`src/rtl/writeback_stage_pkg.sv`:
```
// Shared types and constants for the writeback stage: result select, load
// funct3 encodings and the MEM/WB pipeline register layout.
package writeback_stage_pkg;

  typedef enum logic [1:0] {
    WB_ALU = 2'd0,
    WB_MEM = 2'd1,
    WB_PC4 = 2'd2
  } wb_sel_e;

  localparam logic [2:0] F3_LB  = 3'b000;
  localparam logic [2:0] F3_LH  = 3'b001;
  localparam logic [2:0] F3_LW  = 3'b010;
  localparam logic [2:0] F3_LBU = 3'b100;
  localparam logic [2:0] F3_LHU = 3'b101;

  // wb_sel is kept raw so the reserved encoding 3 can be stored and decoded as ALU.
  typedef struct packed {
    logic        valid;
    logic        rd_we;
    logic [4:0]  rd_idx;
    logic [1:0]  wb_sel;
    logic [31:0] alu_result;
    logic [31:0] mem_rdata;
    logic [31:0] pc_plus4;
    logic [2:0]  ld_funct3;
    logic [1:0]  addr_lo;
  } mem_wb_t;

  function automatic logic [31:0] ext_byte(input logic [7:0] b, input logic is_signed);
    return {{24{is_signed & b[7]}}, b};
  endfunction

  function automatic logic [31:0] ext_half(input logic [15:0] h, input logic is_signed);
    return {{16{is_signed & h[15]}}, h};
  endfunction

endpackage

```
`src/rtl/writeback_stage_if.sv`:
```
// Bundle of the MEM-stage inputs, the multi-cycle unit handshake and the
// register file write port. master = upstream/environment, slave = the stage.
interface writeback_stage_if #(
  parameter int CNT_W = 64
);
  logic              flush;
  logic              in_valid;
  logic              in_rd_we;
  logic [4:0]        in_rd_idx;
  logic [1:0]        in_wb_sel;
  logic [31:0]       in_alu_result;
  logic [31:0]       in_mem_rdata;
  logic [31:0]       in_pc_plus4;
  logic [2:0]        in_ld_funct3;
  logic [1:0]        in_addr_lo;

  // mc handshake: a transfer happens on a posedge where mc_valid & mc_ready;
  // the unit holds mc_valid/mc_rd_idx/mc_data stable until that edge.
  logic              mc_valid;
  logic [4:0]        mc_rd_idx;
  logic [31:0]       mc_data;
  logic              mc_ready;

  logic              hold_req;
  logic              wr_en;
  logic [4:0]        wr_idx;
  logic [31:0]       wr_data;
  logic [CNT_W-1:0]  retire_count;

  modport master (
    output flush, in_valid, in_rd_we, in_rd_idx, in_wb_sel, in_alu_result,
           in_mem_rdata, in_pc_plus4, in_ld_funct3, in_addr_lo,
           mc_valid, mc_rd_idx, mc_data,
    input  mc_ready, hold_req, wr_en, wr_idx, wr_data, retire_count
  );

  modport slave (
    input  flush, in_valid, in_rd_we, in_rd_idx, in_wb_sel, in_alu_result,
           in_mem_rdata, in_pc_plus4, in_ld_funct3, in_addr_lo,
           mc_valid, mc_rd_idx, mc_data,
    output mc_ready, hold_req, wr_en, wr_idx, wr_data, retire_count
  );

endinterface

```
`src/rtl/writeback_stage_load_formatter.sv`:
```
// Extracts the addressed byte/halfword lane from an aligned load word and
// sign- or zero-extends it; words and unknown funct3 pass through untouched.
module load_formatter
  import writeback_stage_pkg::*;
(
  input  logic [2:0]  i_funct3,
  input  logic [1:0]  i_addr_lo,
  input  logic [31:0] i_rdata,
  output logic [31:0] o_result
);

  logic [7:0]  w_byte;
  logic [15:0] w_half;

  always_comb begin
    w_byte = i_rdata[7:0];
    case (i_addr_lo)
      2'd0: w_byte = i_rdata[7:0];
      2'd1: w_byte = i_rdata[15:8];
      2'd2: w_byte = i_rdata[23:16];
      2'd3: w_byte = i_rdata[31:24];
      default: w_byte = i_rdata[7:0];
    endcase
    w_half = i_addr_lo[1] ? i_rdata[31:16] : i_rdata[15:0];
  end

  always_comb begin
    o_result = i_rdata;
    case (i_funct3)
      F3_LB:   o_result = ext_byte(w_byte, 1'b1);
      F3_LBU:  o_result = ext_byte(w_byte, 1'b0);
      F3_LH:   o_result = ext_half(w_half, 1'b1);
      F3_LHU:  o_result = ext_half(w_half, 1'b0);
      default: o_result = i_rdata;
    endcase
  end

endmodule

```
`src/rtl/writeback_stage.sv`:
```
// Final pipeline stage: MEM/WB register, result select, register file write
// port shared with a multi-cycle unit, starvation hold and retire counter.
module writeback_stage
  import writeback_stage_pkg::*;
#(
  parameter int MC_MAX_WAIT = 4,
  parameter int CNT_W       = 64
) (
  input logic               clk,
  input logic               resetn,
  writeback_stage_if.slave  bus
);

  localparam int WAIT_W = $clog2(MC_MAX_WAIT + 1);
  localparam logic [WAIT_W-1:0] WAIT_MAX = WAIT_W'(MC_MAX_WAIT);

  mem_wb_t             r_wb;
  logic [WAIT_W-1:0]   r_wait_cnt;
  logic [CNT_W-1:0]    r_retire_count;

  logic [31:0]         w_load_data;
  logic [31:0]         w_result;
  logic                w_pipe_req;
  logic                w_mc_ready;
  logic                w_transfer;

  load_formatter u_load_formatter (
    .i_funct3  (r_wb.ld_funct3),
    .i_addr_lo (r_wb.addr_lo),
    .i_rdata   (r_wb.mem_rdata),
    .o_result  (w_load_data)
  );

  always_comb begin
    case (r_wb.wb_sel)
      WB_MEM:  w_result = w_load_data;
      WB_PC4:  w_result = r_wb.pc_plus4;
      default: w_result = r_wb.alu_result;
    endcase
  end

  assign w_pipe_req = r_wb.valid & r_wb.rd_we & (r_wb.rd_idx != 5'd0);
  // Pipeline always wins the port; gating with resetn keeps it silent in reset.
  assign w_mc_ready = ~w_pipe_req & resetn;
  assign w_transfer = bus.mc_valid & w_mc_ready;

  always_ff @(posedge clk or negedge resetn) begin
    if (!resetn) begin
      r_wb           <= '0;
      r_wait_cnt     <= '0;
      r_retire_count <= '0;
    end else begin
      r_wb.valid <= bus.in_valid & ~bus.flush;
      if (bus.in_valid) begin
        r_wb.rd_we      <= bus.in_rd_we;
        r_wb.rd_idx     <= bus.in_rd_idx;
        r_wb.wb_sel     <= bus.in_wb_sel;
        r_wb.alu_result <= bus.in_alu_result;
        r_wb.mem_rdata  <= bus.in_mem_rdata;
        r_wb.pc_plus4   <= bus.in_pc_plus4;
        r_wb.ld_funct3  <= bus.in_ld_funct3;
        r_wb.addr_lo    <= bus.in_addr_lo;
      end
      if (r_wb.valid) begin
        r_retire_count <= r_retire_count + CNT_W'(1);
      end
      // Counts consecutive refused cycles of one pending mc result.
      if (!bus.mc_valid || w_transfer) begin
        r_wait_cnt <= '0;
      end else if (r_wait_cnt != WAIT_MAX) begin
        r_wait_cnt <= r_wait_cnt + WAIT_W'(1);
      end
    end
  end

  always_comb begin
    bus.wr_en   = 1'b0;
    bus.wr_idx  = 5'd0;
    bus.wr_data = 32'd0;
    if (resetn) begin
      if (w_pipe_req) begin
        bus.wr_en   = 1'b1;
        bus.wr_idx  = r_wb.rd_idx;
        bus.wr_data = w_result;
      end else if (bus.mc_valid && (bus.mc_rd_idx != 5'd0)) begin
        bus.wr_en   = 1'b1;
        bus.wr_idx  = bus.mc_rd_idx;
        bus.wr_data = bus.mc_data;
      end
    end
  end

  assign bus.mc_ready     = w_mc_ready;
  assign bus.hold_req     = resetn & bus.mc_valid & ~w_mc_ready & (r_wait_cnt == WAIT_MAX);
  assign bus.retire_count = r_retire_count;

endmodule
```
`src/flat_wrapper.sv`:
```
// flat-port wrapper written by rule: the top's interface ports become plain ports
module writeback_stage_flat import writeback_stage_pkg::*;
#(
  parameter int MC_MAX_WAIT = 4,
  parameter int CNT_W       = 64
)
  (clk, resetn, bus_flush, bus_in_valid, bus_in_rd_we, bus_in_rd_idx, bus_in_wb_sel, bus_in_alu_result, bus_in_mem_rdata, bus_in_pc_plus4, bus_in_ld_funct3, bus_in_addr_lo, bus_mc_valid, bus_mc_rd_idx, bus_mc_data, bus_mc_ready, bus_hold_req, bus_wr_en, bus_wr_idx, bus_wr_data, bus_retire_count);
  writeback_stage_if #(.CNT_W(CNT_W)) bus_i ();
  input logic clk;
  input logic resetn;
  input wire logic [$bits(bus_i.flush)-1:0] bus_flush;
  input wire logic [$bits(bus_i.in_valid)-1:0] bus_in_valid;
  input wire logic [$bits(bus_i.in_rd_we)-1:0] bus_in_rd_we;
  input wire logic [$bits(bus_i.in_rd_idx)-1:0] bus_in_rd_idx;
  input wire logic [$bits(bus_i.in_wb_sel)-1:0] bus_in_wb_sel;
  input wire logic [$bits(bus_i.in_alu_result)-1:0] bus_in_alu_result;
  input wire logic [$bits(bus_i.in_mem_rdata)-1:0] bus_in_mem_rdata;
  input wire logic [$bits(bus_i.in_pc_plus4)-1:0] bus_in_pc_plus4;
  input wire logic [$bits(bus_i.in_ld_funct3)-1:0] bus_in_ld_funct3;
  input wire logic [$bits(bus_i.in_addr_lo)-1:0] bus_in_addr_lo;
  input wire logic [$bits(bus_i.mc_valid)-1:0] bus_mc_valid;
  input wire logic [$bits(bus_i.mc_rd_idx)-1:0] bus_mc_rd_idx;
  input wire logic [$bits(bus_i.mc_data)-1:0] bus_mc_data;
  output wire logic [$bits(bus_i.mc_ready)-1:0] bus_mc_ready;
  output wire logic [$bits(bus_i.hold_req)-1:0] bus_hold_req;
  output wire logic [$bits(bus_i.wr_en)-1:0] bus_wr_en;
  output wire logic [$bits(bus_i.wr_idx)-1:0] bus_wr_idx;
  output wire logic [$bits(bus_i.wr_data)-1:0] bus_wr_data;
  output wire logic [$bits(bus_i.retire_count)-1:0] bus_retire_count;
  assign bus_i.flush = bus_flush;
  assign bus_i.in_valid = bus_in_valid;
  assign bus_i.in_rd_we = bus_in_rd_we;
  assign bus_i.in_rd_idx = bus_in_rd_idx;
  assign bus_i.in_wb_sel = bus_in_wb_sel;
  assign bus_i.in_alu_result = bus_in_alu_result;
  assign bus_i.in_mem_rdata = bus_in_mem_rdata;
  assign bus_i.in_pc_plus4 = bus_in_pc_plus4;
  assign bus_i.in_ld_funct3 = bus_in_ld_funct3;
  assign bus_i.in_addr_lo = bus_in_addr_lo;
  assign bus_i.mc_valid = bus_mc_valid;
  assign bus_i.mc_rd_idx = bus_mc_rd_idx;
  assign bus_i.mc_data = bus_mc_data;
  assign bus_mc_ready = bus_i.mc_ready;
  assign bus_hold_req = bus_i.hold_req;
  assign bus_wr_en = bus_i.wr_en;
  assign bus_wr_idx = bus_i.wr_idx;
  assign bus_wr_data = bus_i.wr_data;
  assign bus_retire_count = bus_i.retire_count;
  writeback_stage #(.MC_MAX_WAIT(MC_MAX_WAIT), .CNT_W(CNT_W)) u_core (.clk(clk), .resetn(resetn), .bus(bus_i));
endmodule
```
`config.mk`:
```
export PLATFORM = sky130hd
export DESIGN_NAME = writeback_stage_flat
export DESIGN_NICKNAME = d
export VERILOG_FILES = /design/src/rtl/writeback_stage_pkg.sv /design/src/rtl/writeback_stage_if.sv /design/src/rtl/writeback_stage_load_formatter.sv /design/src/rtl/writeback_stage.sv /design/src/flat_wrapper.sv
export SDC_FILE = /design/constraint.sdc
export NUM_CORES = 1
export LEC_CHECK = 0
export ABC_CLOCK_PERIOD_IN_PS = 5500
export BUFFER_PORTS_ARGS = -buffer_cell sky130_fd_sc_hd__buf_2
export CORE_ASPECT_RATIO = 1.1
export CORE_UTILIZATION = 57
export DETAILED_ROUTE_END_ITERATION = 10
export GPL_ROUTABILITY_DRIVEN = 0
export PLACE_DENSITY = 0.86
export SYNTH_ARGS = -nofsm -noshare
export SYNTH_HDL_FRONTEND = slang
export SYNTH_SLANG_ARGS = --single-unit
```
`constraint.sdc`:
```
create_clock -name clk -period 5.5 [get_ports clk]
set_clock_uncertainty 0.2 [all_clocks]
set_input_delay 0.825 -clock clk [delete_from_list [all_inputs] [get_ports clk]]
set_output_delay 0.825 -clock clk [all_outputs]
set_load 0.05 [all_outputs]
```
==> results of run 1 <==
## worst max path at each step
stage / startpoint / endpoint / slack (ns)
floorplan: u_core.r_wb[1] / bus_wr_data[20] / 1.59
global placement: bus_mc_rd_idx[4] / bus_wr_data[15] / 1.71
detailed placement: bus_mc_rd_idx[4] / bus_wr_data[4] / 1.66
CTS: u_core.r_wb[1] / bus_wr_data[17] / 1.25
global route: u_core.r_wb[104] / bus_wr_data[3] / 1.08
finish: u_core.r_wb[1] / bus_wr_data[27] / 1.27
## placed cells by master, fill, tap and decap left out, types with 23 or more instances in the layout
cell      count
buf_2       252
dfrtp_1     177
mux2_2      112
nand2_1      50
o21ai_0      45
nand2b_1     40
xor2_1       35
a22oi_1      30
xnor2_1      29
a21oi_1      27
nor3_1       23
## routing by layer
layer,routed length [um],GRT usage [%],vias to the layer above
met2,11500,49.7,289
met1,9350,36.8,3482
met4,748,12.7,6
met3,1750,8.35,58
met5,34,0,-
li1,-,-,3336
## power by group through the flow
stage / sequential [uW] / clock (uW) / combinational (uW)
after floorplan: 1560 / 0 / 365
after global placement: 1510 / 0 / 614
after detailed placement: 1520 / 0 / 628
after CTS: 1490 / 1210 / 630
after global routing: 1510 / 1270 / 678
final: 1500 / 1200 / 627
## area by class of cell
class	instances	area, um^2	share of cell area, %
Timing Repair Buffer	261	1340	12.3
Sequential cell	177	4430	40.7
Clock buffer	24	482	4.43
Inverter	19	71.3	0.655
Tap cell	196	245	2.25
Multi-Input combinational cell	559	4220	38.7
Clock inverter	8	104	0.954
Antenna cell	1	2.50	0.0230
## logic make-up (layout without fill, tap and decap cells)
group | Yosys count | count (layout) | synth area share [%]
AOI/OAI and AO/OA | 148 | 148 | 11.0
xor gates and xnor gates | 64 | 64 | 6.29
adders and majority gates | 5 | 5 | 0.702
buffers and inverters | 69 | 312 | 3.03
DFF | 177 | 177 | 49.7
muxes | 122 | 122 | 15.4
other | 0 | 1 | 0
and+or+nand+nor | 220 | 220 | 13.9
## stage by stage
step,hold WS (ns),instances,power (uW)
after floorplan,0.272,805,1920
after global placement,0.257,1212,2130
after detailed placement,0.252,1212,2140
after CTS,0.142,1244,3340
after global routing,0.163,1244,3460
final,0.133,1245,3320
## sequential cells by signal, indices dropped and copies added (netlist names)
register	count
u_core.bus.retire_count	64
u_core.r_wait_cnt	3
u_core.r_wb	110
==> impl_metrics.csv, run 1 <==
group,metric,value,unit
status,status,"complete, no violations",
worst_setup_path,worst_r2r_endpoint,"u_core.bus.retire_count[44]",
synthesis,synthCells,805,
worst_setup_path,start_kind,"register",
worst_setup_path,path_cells,"buf_4, mux4_2, o21ai_0, a2111oi_0, nor3_2, a211oi_1, buf_2",
die,start_util,58.8,%
synthesis,yosys.area.top_type,"dfrtp_1",
grt,grt_max_degree,83,
clocking,cts-resized-gates,0,
die,dieArea,0.0161,mm^2
finish,fillers,1128,
drt,wire_per_inst,18.8,um
sta,relSlewSlack,26.9,%
worst_setup_path,critPathArrivalTime,3.20,ns
finish,syn2layout_area_growth,22.1,%
clocking,cts_tree,"yes",
sta,rsz0062_at_grt,"false",
power_and_ir_drop,clkPwrFrac,36.1,%
worst_setup_path,crit_type,"reg -> out",
sta,hold_viol_final,0,
sta,setup_viol,0,
worst_setup_path,critPathRequiredTime,4.47,ns
drt,drt_iter0_markers,562,
synthesis,synth_common_cells,"177 x dfrtp_1, 112 x mux2_2, 50 x nand2_1",
synthesis,ys_seq_elements,177,
synthesis,synth.yosys.seq_area_share,49.7,%
finish,post-route-cell-area,0.0109,mm^2
die,design.core.area,0.0152,mm^2
synthesis,synth_warnings,0,
drt,vias,7171,
grt,overflow,0,
synthesis,netlist_area,0.00892,mm^2
clocking,h-tree-depth,4,
worst_setup_path,worstReg2RegStart,"u_core.bus.retire_count[0]",
sta,setup_slack,1.27,ns
clocking,clock_latency,0.42,ns
die,die_w,121,um
grt,grt_pass1_wl,37100,um
worst_setup_path,max_stage_delay,0.83,ns
sta,fin_crit,4.23,ns
finish,final_util,71.7,%
clocking,post_cts_buffers,0,
drt,firstDrtPassIters,7,
grt,grt_pass1_vias,7140,
placement,placed_area,0.0103,mm^2
drt,viasPerCell,5.76,
placement,dp_hpwl,16800,um
synthesis,async_reset_ff_share,100,%
sta,period_share,76.9,%
synthesis,syn_avg_cell_area,11.1,um^2
sta,setup_tns,0,ns
flow_run,maxCapViolations,0,
clocking,clock-sinks,177,
die,io_pins,255,
sta,slew_viol_final,0,
power_and_ir_drop,p_sw,971,uW
synthesis,synth_fp_nets,961,
synthesis,synth_edf_count,0,
power_and_ir_drop,ir_worst_vdd,0.000203,V
drt,ant_nets,0,
worst_setup_path,cp_num_buf_inv,2,
sta,fmax,236,MHz
clocking,cts_made_buffers,17,
worst_setup_path,crit_fanout,18,
worst_setup_path,r2r_slack,2.66,ns
power_and_ir_drop,p_leak,0.00520,uW
finish,fin_nets,1191,
worst_setup_path,critPathTopFamily,"simple AND/OR/NAND/NOR gates",
power_and_ir_drop,internal_power,2350,uW
worst_setup_path,rr_worst_depth,6,
sta,worst_pin_slew,1.09,ns
power_and_ir_drop,switching_share,29.2,%
die,num_rows,47,
min_path,hp-class,"in -> async",
grt,antenna_found_initial,4,
clocking,clk_pin_slew,0.07,ns
worst_setup_path,crit_cells,7,
drt,drc_errors,0,
placement,place_ws,1.66,ns
clocking,cts.path.max_buffers,2,
finish,drive_gt1_share,39.4,%
synthesis,netlist-cell-type-count,49,
synthesis,synthFlopType,"dfrtp_1",
worst_setup_path,crit_slowest_cell,"nor3_2",
clocking,holdBufCountCts,0,
grt,track_usage,30.0,%
placement,place.port_buffers,254,
synthesis,synth_top_area_share,49.7,%
clocking,cts_root_buf,"clkbuf_16",
power_and_ir_drop,p_comb_share,18.9,%
synthesis,synthTopCellsByArea,"dfrtp_1 50%, mux2_2 14%, xor2_1 3.4%, xnor2_1 2.8%, nand2b_1 2.8%",
worst_setup_path,cp-end-kind,"primary output",
drt,routed_wl,23400,um
power_and_ir_drop,pwr-share-seq,45.1,%
synthesis,synth_most_common_cell,"dfrtp_1",
die,die_h,133,um
power_and_ir_drop,pwr_density_cell,305,mW/mm^2
Power figures use the tool's default switching activity.
==> run 2: changes to the inputs <==
Settings changed: ABC_CLOCK_PERIOD_IN_PS 5500 to 3850, CORE_UTILIZATION 57 to 48, PLACE_DENSITY 0.86 to 0.78.
Clock period 5.5 ns to 3.85 ns, I/O delays scaled along.
==> impl_metrics.csv, run 2 (synthesis gave the netlist of run 1 again) <==
group,metric,value,unit
status,status,"complete, no violations",
flow_run,maxCapViolations,0,
grt,overflow,0,
worst_setup_path,cp_num_buf_inv,2,
die,design.core.area,0.0179,mm^2
finish,seq_area,0.00443,mm^2
finish,fillers,1498,
drt,viasPerCell,5.54,
grt,track_usage,26.1,%
placement,placed_area,0.0104,mm^2
sta,worst_pin_slew,0.973,ns
die,die_h,145,um
sta,setup_tns,0,ns
placement,place.port_buffers,254,
placement,place_ws,0.439,ns
worst_setup_path,crit_cells,6,
finish,final_cell_mix,"252 x buf_2, 177 x dfrtp_1, 112 x mux2_2",
drt,drc_errors,0,
clocking,h-tree-depth,4,
power_and_ir_drop,ir_worst_vdd,0.000304,V
drt,ant_nets,0,
drt,routed_wl,24300,um
worst_setup_path,max_stage_delay,0.58,ns
finish,top_register,"u_core.r_wb",
clocking,clock_latency,0.43,ns
sta,fmax,275,MHz
worst_setup_path,crit_slowest_cell,"and2_1",
sta,setup_slack,0.208,ns
die,start_util,49.7,%
grt,grt_max_degree,78,
grt,antenna_found_initial,5,
sta,rsz0062_at_grt,"false",
drt,firstDrtPassIters,5,
worst_setup_path,crit_type,"reg -> out",
worst_setup_path,cp_common_cell,"and2_1",
sta,relSlewSlack,35.2,%
grt,grt_pass1_wl,38800,um
clocking,post_cts_buffers,0,
finish,final_util,61.9,%
clocking,clk_pin_slew,0.06,ns
worst_setup_path,r2r_slack,1.07,ns
finish,final_common_cell,"buf_2",
min_path,hp-class,"in -> reg",
clocking,cts.path.max_buffers,2,
drt,wire_per_inst,18.8,um
worst_setup_path,start_kind,"register",
placement,dp_hpwl,17900,um
die,io_pins,255,
sta,fin_crit,3.64,ns
worst_setup_path,critPathTopFamily,"simple AND/OR/NAND/NOR gates",
finish,largest_reg_flops,110,
finish,syn2layout_area_growth,24.4,%
clocking,cts_tree,"yes",
grt,grt_pass1_vias,7119,
sta,period_share,94.6,%
sta,hold_viol_final,0,
clocking,cts_root_buf,"clkbuf_16",
sta,setup_viol,0,
worst_setup_path,crit_fanout,19,
worst_setup_path,path_cells,"and2_1, o21a_1, buf_4, and2_1, a32o_1, buf_2",
power_and_ir_drop,p_leak,0.00528,uW
clocking,cts_made_buffers,17,
finish,multi_input_area,0.00422,mm^2
finish,fin_nets,1199,
min_path,holdPathStages,2,
worst_setup_path,rr_worst_depth,6,
die,num_rows,51,
drt,drt_iter0_markers,417,
finish,post-route-cell-area,0.0111,mm^2
worst_setup_path,critPathRequiredTime,3.07,ns
sta,slew_viol_final,0,
drt,vias,7172,
worst_setup_path,cp-end-kind,"primary output",
power_and_ir_drop,pwr_density_cell,450,mW/mm^2
clocking,clock-sinks,177,
die,die_w,132,um
die,dieArea,0.0191,mm^2
finish,drive_gt1_share,39.8,%
worst_setup_path,critPathArrivalTime,2.86,ns
## run 2: cell count changes in the layout (fill, tap and decap cells not counted), sizes merged
cell         delta
diode           +2
buf             +7
inv             +1
clkbuf          -3
bufinv          +4
clkinv          -4
dlygate4sd3     +1
## run 2: stage by stage
stage / std cells / total power [uW] / hold WS, ns
3_5_place_dp: 1261 / 3080 / 0.261
5_1_grt: 1293 / 5200 / 0.0957
6_report: 1295 / 4990 / 0.106
4_1_cts: 1292 / 5040 / 0.0922
3_3_place_gp: 1261 / 3060 / 0.254
2_1_floorplan: 805 / 2740 / 0.0819
## run 2: routing by layer
layer / up-vias / wire length, um / global-route usage, %
met5: - / 24 / 0
li1: 3355 / - / -
met1: 3496 / 9890 / 32.0
met3: 55 / 1770 / 7.41
met4: 4 / 971 / 13.3
met2: 262 / 11600 / 41.9
## run 2: area by class of cell
cell class | count | share of cell area (%)
clock inverter | 9 | 1.85
sequential | 177 | 39.9
multi-input combinational | 559 | 38.1
antenna | 3 | 0.0677
clock buffer | 21 | 4.06
tap | 238 | 2.68
inverter | 19 | 0.643
timing repair buffer | 269 | 12.7
## run 2: worst reg2reg max path, delay by kind of cell, from the launching register on
kind / cells / cell delay (ns)
adder cells (fa/ha/maj): 1 / 0.20
flip-flops: 1 / 0.43
AND/OR/NAND/NOR: 4 / 1.72
XOR/XNOR: 1 / 0.17
## run 2: repair_timing
| item | CTS | global route |
|---|---|---|
| hold buffers | 1 | 0 |
| setup endpoints to repair | 4 | 3 |
| hold endpoints to repair | 28 | 0 |
| resized for setup | 1 | 1 |
| pin swaps | 1 | 0 |
## run 2: worst paths after layout
| check | from | end |
|---|---|---|
| setup reg to reg | u_core.bus.retire_count[0] | u_core.bus.retire_count[54] |
| min in group asynchronous | resetn | u_core.r_wb[97] |
| hold reg to reg | u_core.bus.retire_count[63] | u_core.bus.retire_count[63] |
| hold / removal | bus_flush | u_core.r_wb[109] |
| max in group asynchronous | resetn | u_core.r_wb[36] |
| setup / recovery | u_core.r_wb[109] | bus_wr_data[10] |
## run 2: where the power goes
part | switching [uW] | total [uW] | internal [uW]
Clock | 710 | 1940 | 1230
Sequential | 127 | 2130 | 2010
Combinational | 565 | 916 | 351
Total | 1400 | 4990 | 3590
==> run 3: changes to the inputs <==
Settings changed: ABC_CLOCK_PERIOD_IN_PS 3850 to 3500, CORE_MARGIN set to 5, CORE_UTILIZATION 48 to 53, PLACE_DENSITY 0.78 to 0.81.
Clock period 3.85 ns to 3.5 ns, I/O delays scaled along.
==> impl_metrics.csv, run 3 (synthesis gave the netlist of run 1 again) <==
group,metric,value,unit
sta,worst_pin_slew,0.967,ns
die,design.core.area,0.0164,mm^2
placement,place.port_buffers,254,
die,num_rows,49,
clocking,cts_root_buf,"clkbuf_16",
power_and_ir_drop,p_comb_share,19.2,%
min_path,min_to,"u_core.r_wb[109]",
sta,fin_crit,3.33,ns
sta,relSlewSlack,35.5,%
sta,period_share,95.2,%
worst_setup_path,crit_fanout,39,
min_path,min_from,"bus_flush",
min_path,hp-class,"in -> reg",
min_path,holdPathStages,2,
die,start_util,54.3,%
drt,viasPerCell,5.65,
finish,top_register,"u_core.r_wb",
worst_setup_path,r2r_slack,0.71,ns
drt,drc_errors,0,
worst_setup_path,cp-end-kind,"primary output",
grt,grt_max_degree,78,
power_and_ir_drop,p_leak,0.00526,uW
sta,slew_viol_final,0,
drt,ant_nets,0,
finish,final_cell_mix,"251 x buf_2, 176 x dfrtp_1, 112 x mux2_2",
clocking,h-tree-depth,4,
grt,overflow,0,
clocking,cts_made_buffers,17,
placement,dp_hpwl,18300,um
die,io_pins,255,
grt,grt_pass1_vias,7280,
power_and_ir_drop,internal_power,3680,uW
worst_setup_path,critPathTopFamily,"adder cells",
worst_setup_path,crit_cells,5,
clocking,clk_pin_slew,0.06,ns
worst_setup_path,critPathRequiredTime,2.77,ns
worst_setup_path,max_stage_delay,0.73,ns
clocking,cts.path.max_buffers,2,
status,status,"complete, no violations",
worst_setup_path,worst_r2r_endpoint,"u_core.bus.retire_count[48]",
drt,drt_iter0_markers,374,
power_and_ir_drop,pwr_density_cell,477,mW/mm^2
worst_setup_path,crit_type,"reg -> out",
worst_setup_path,path_cells,"inv_1, ha_2, a22oi_1, a211oi_1, buf_2",
sta,fmax,300,MHz
grt,grt_pass1_wl,39000,um
finish,fillers,1304,
power_and_ir_drop,pwr-share-seq,44.5,%
finish,largest_reg_flops,110,
sta,rsz0062_at_grt,"false",
drt,wire_per_inst,19.3,um
drt,routed_wl,24400,um
finish,final_common_cell,"buf_2",
sta,hold_viol_final,0,
drt,firstDrtPassIters,5,
power_and_ir_drop,ir_worst_vdd,0.000337,V
die,dieArea,0.0195,mm^2
worst_setup_path,worstReg2RegStart,"u_core.bus.retire_count[0]",
die,die_w,134,um
finish,drive_gt1_share,40.7,%
power_and_ir_drop,clkPwrFrac,36.3,%
power_and_ir_drop,power,5260,uW
drt,vias,7145,
grt,antenna_found_initial,7,
worst_setup_path,crit_slowest_cell,"ha_2",
worst_setup_path,start_kind,"register",
die,die_h,146,um
power_and_ir_drop,p_sw,1590,uW
finish,syn2layout_area_growth,23.6,%
worst_setup_path,cp_num_buf_inv,2,
worst_setup_path,critPathArrivalTime,2.61,ns
finish,fin_nets,1202,
clocking,clock_latency,0.43,ns
clocking,cts_tree,"yes",
finish,final_util,67.1,%
power_and_ir_drop,switching_share,30.1,%
flow_run,maxCapViolations,0,
clocking,clock-sinks,177,
worst_setup_path,rr_worst_depth,6,
grt,track_usage,25.2,%
sta,setup_viol,0,
[run 3: changes by cell type in the layout (fill, tap and decap cells not counted), sizes merged]
cell / previous run / this run
clkbuf: 22 / 20
diode: 3 / 1
buf: 267 / 269
clkinvlp: 1 / 2
inv: 20 / 23
clkinv: 1 / 6
bufinv: 6 / 2
[run 3: worst max path at each step]
stage                     startpoint         endpoint  slack (ns)
floorplan             u_core.r_wb[1]  bus_wr_data[20]       -0.11
finish              u_core.r_wb[101]  bus_wr_data[25]        0.17
CTS                 u_core.r_wb[104]  bus_wr_data[18]        0.11
detailed placement   u_core.r_wb[68]  bus_wr_data[31]        0.21
global placement     u_core.r_wb[68]  bus_wr_data[30]        0.30
global route        u_core.r_wb[104]  bus_wr_data[18]        0.02
[run 3: through the flow]
stage	hold slack [ns]	TNS (ns)	std cells	setup slack (ns)	cell area [um^2]
final	0.0550	0	1264	0.168	11000
after global routing	0.0585	0	1263	0.0173	11000
after CTS	0.0406	0	1263	0.107	11000
after detailed placement	0.177	0	1228	0.209	10400
after global placement	0.176	0	1228	0.302	10400
after floorplan	0.0294	-1.09	805	-0.109	8920
[run 3: cell type report]
| cell class | count | area, um^2 | area share (%) |
|---|---|---|---|
| timing repair buffer | 272 | 1440 | 13.0 |
| sequential | 177 | 4430 | 40.2 |
| clock inverter | 14 | 155 | 1.41 |
| multi-input combinational | 559 | 4230 | 38.4 |
| inverter | 19 | 71.3 | 0.647 |
| tap | 204 | 255 | 2.32 |
| antenna | 1 | 2.50 | 0.0227 |
| clock buffer | 18 | 439 | 3.98 |
[run 3: power by group through the flow]
stage          Clock [uW]  Combinational (uW)  Sequential [uW]
5_1_grt              2030                1100             2370
2_1_floorplan           0                 574             2440
6_report             1910                1010             2340
4_1_cts              1940                1020             2340
3_5_place_dp            0                1010             2380
3_3_place_gp            0                 995             2370
[run 3: layer usage]
layer | part of all wire [%] | up-vias | track usage, %
met5 | 0.32 | - | 0
met1 | 40 | 3457 | 31.2
li1 | - | 3362 | -
met2 | 49 | 253 | 41.1
met3 | 7.5 | 59 | 7.95
met4 | 3.3 | 14 | 10.3
[run 3: timing repair]
item | in CTS | in global routing
hold endpoints to repair | 10 | 0
buffers inserted | 2 | 0
gates resized for setup | 1 | 5
hold buffers | 1 | 0
pin swaps | 1 | 0
setup endpoints to repair | 20 | 10
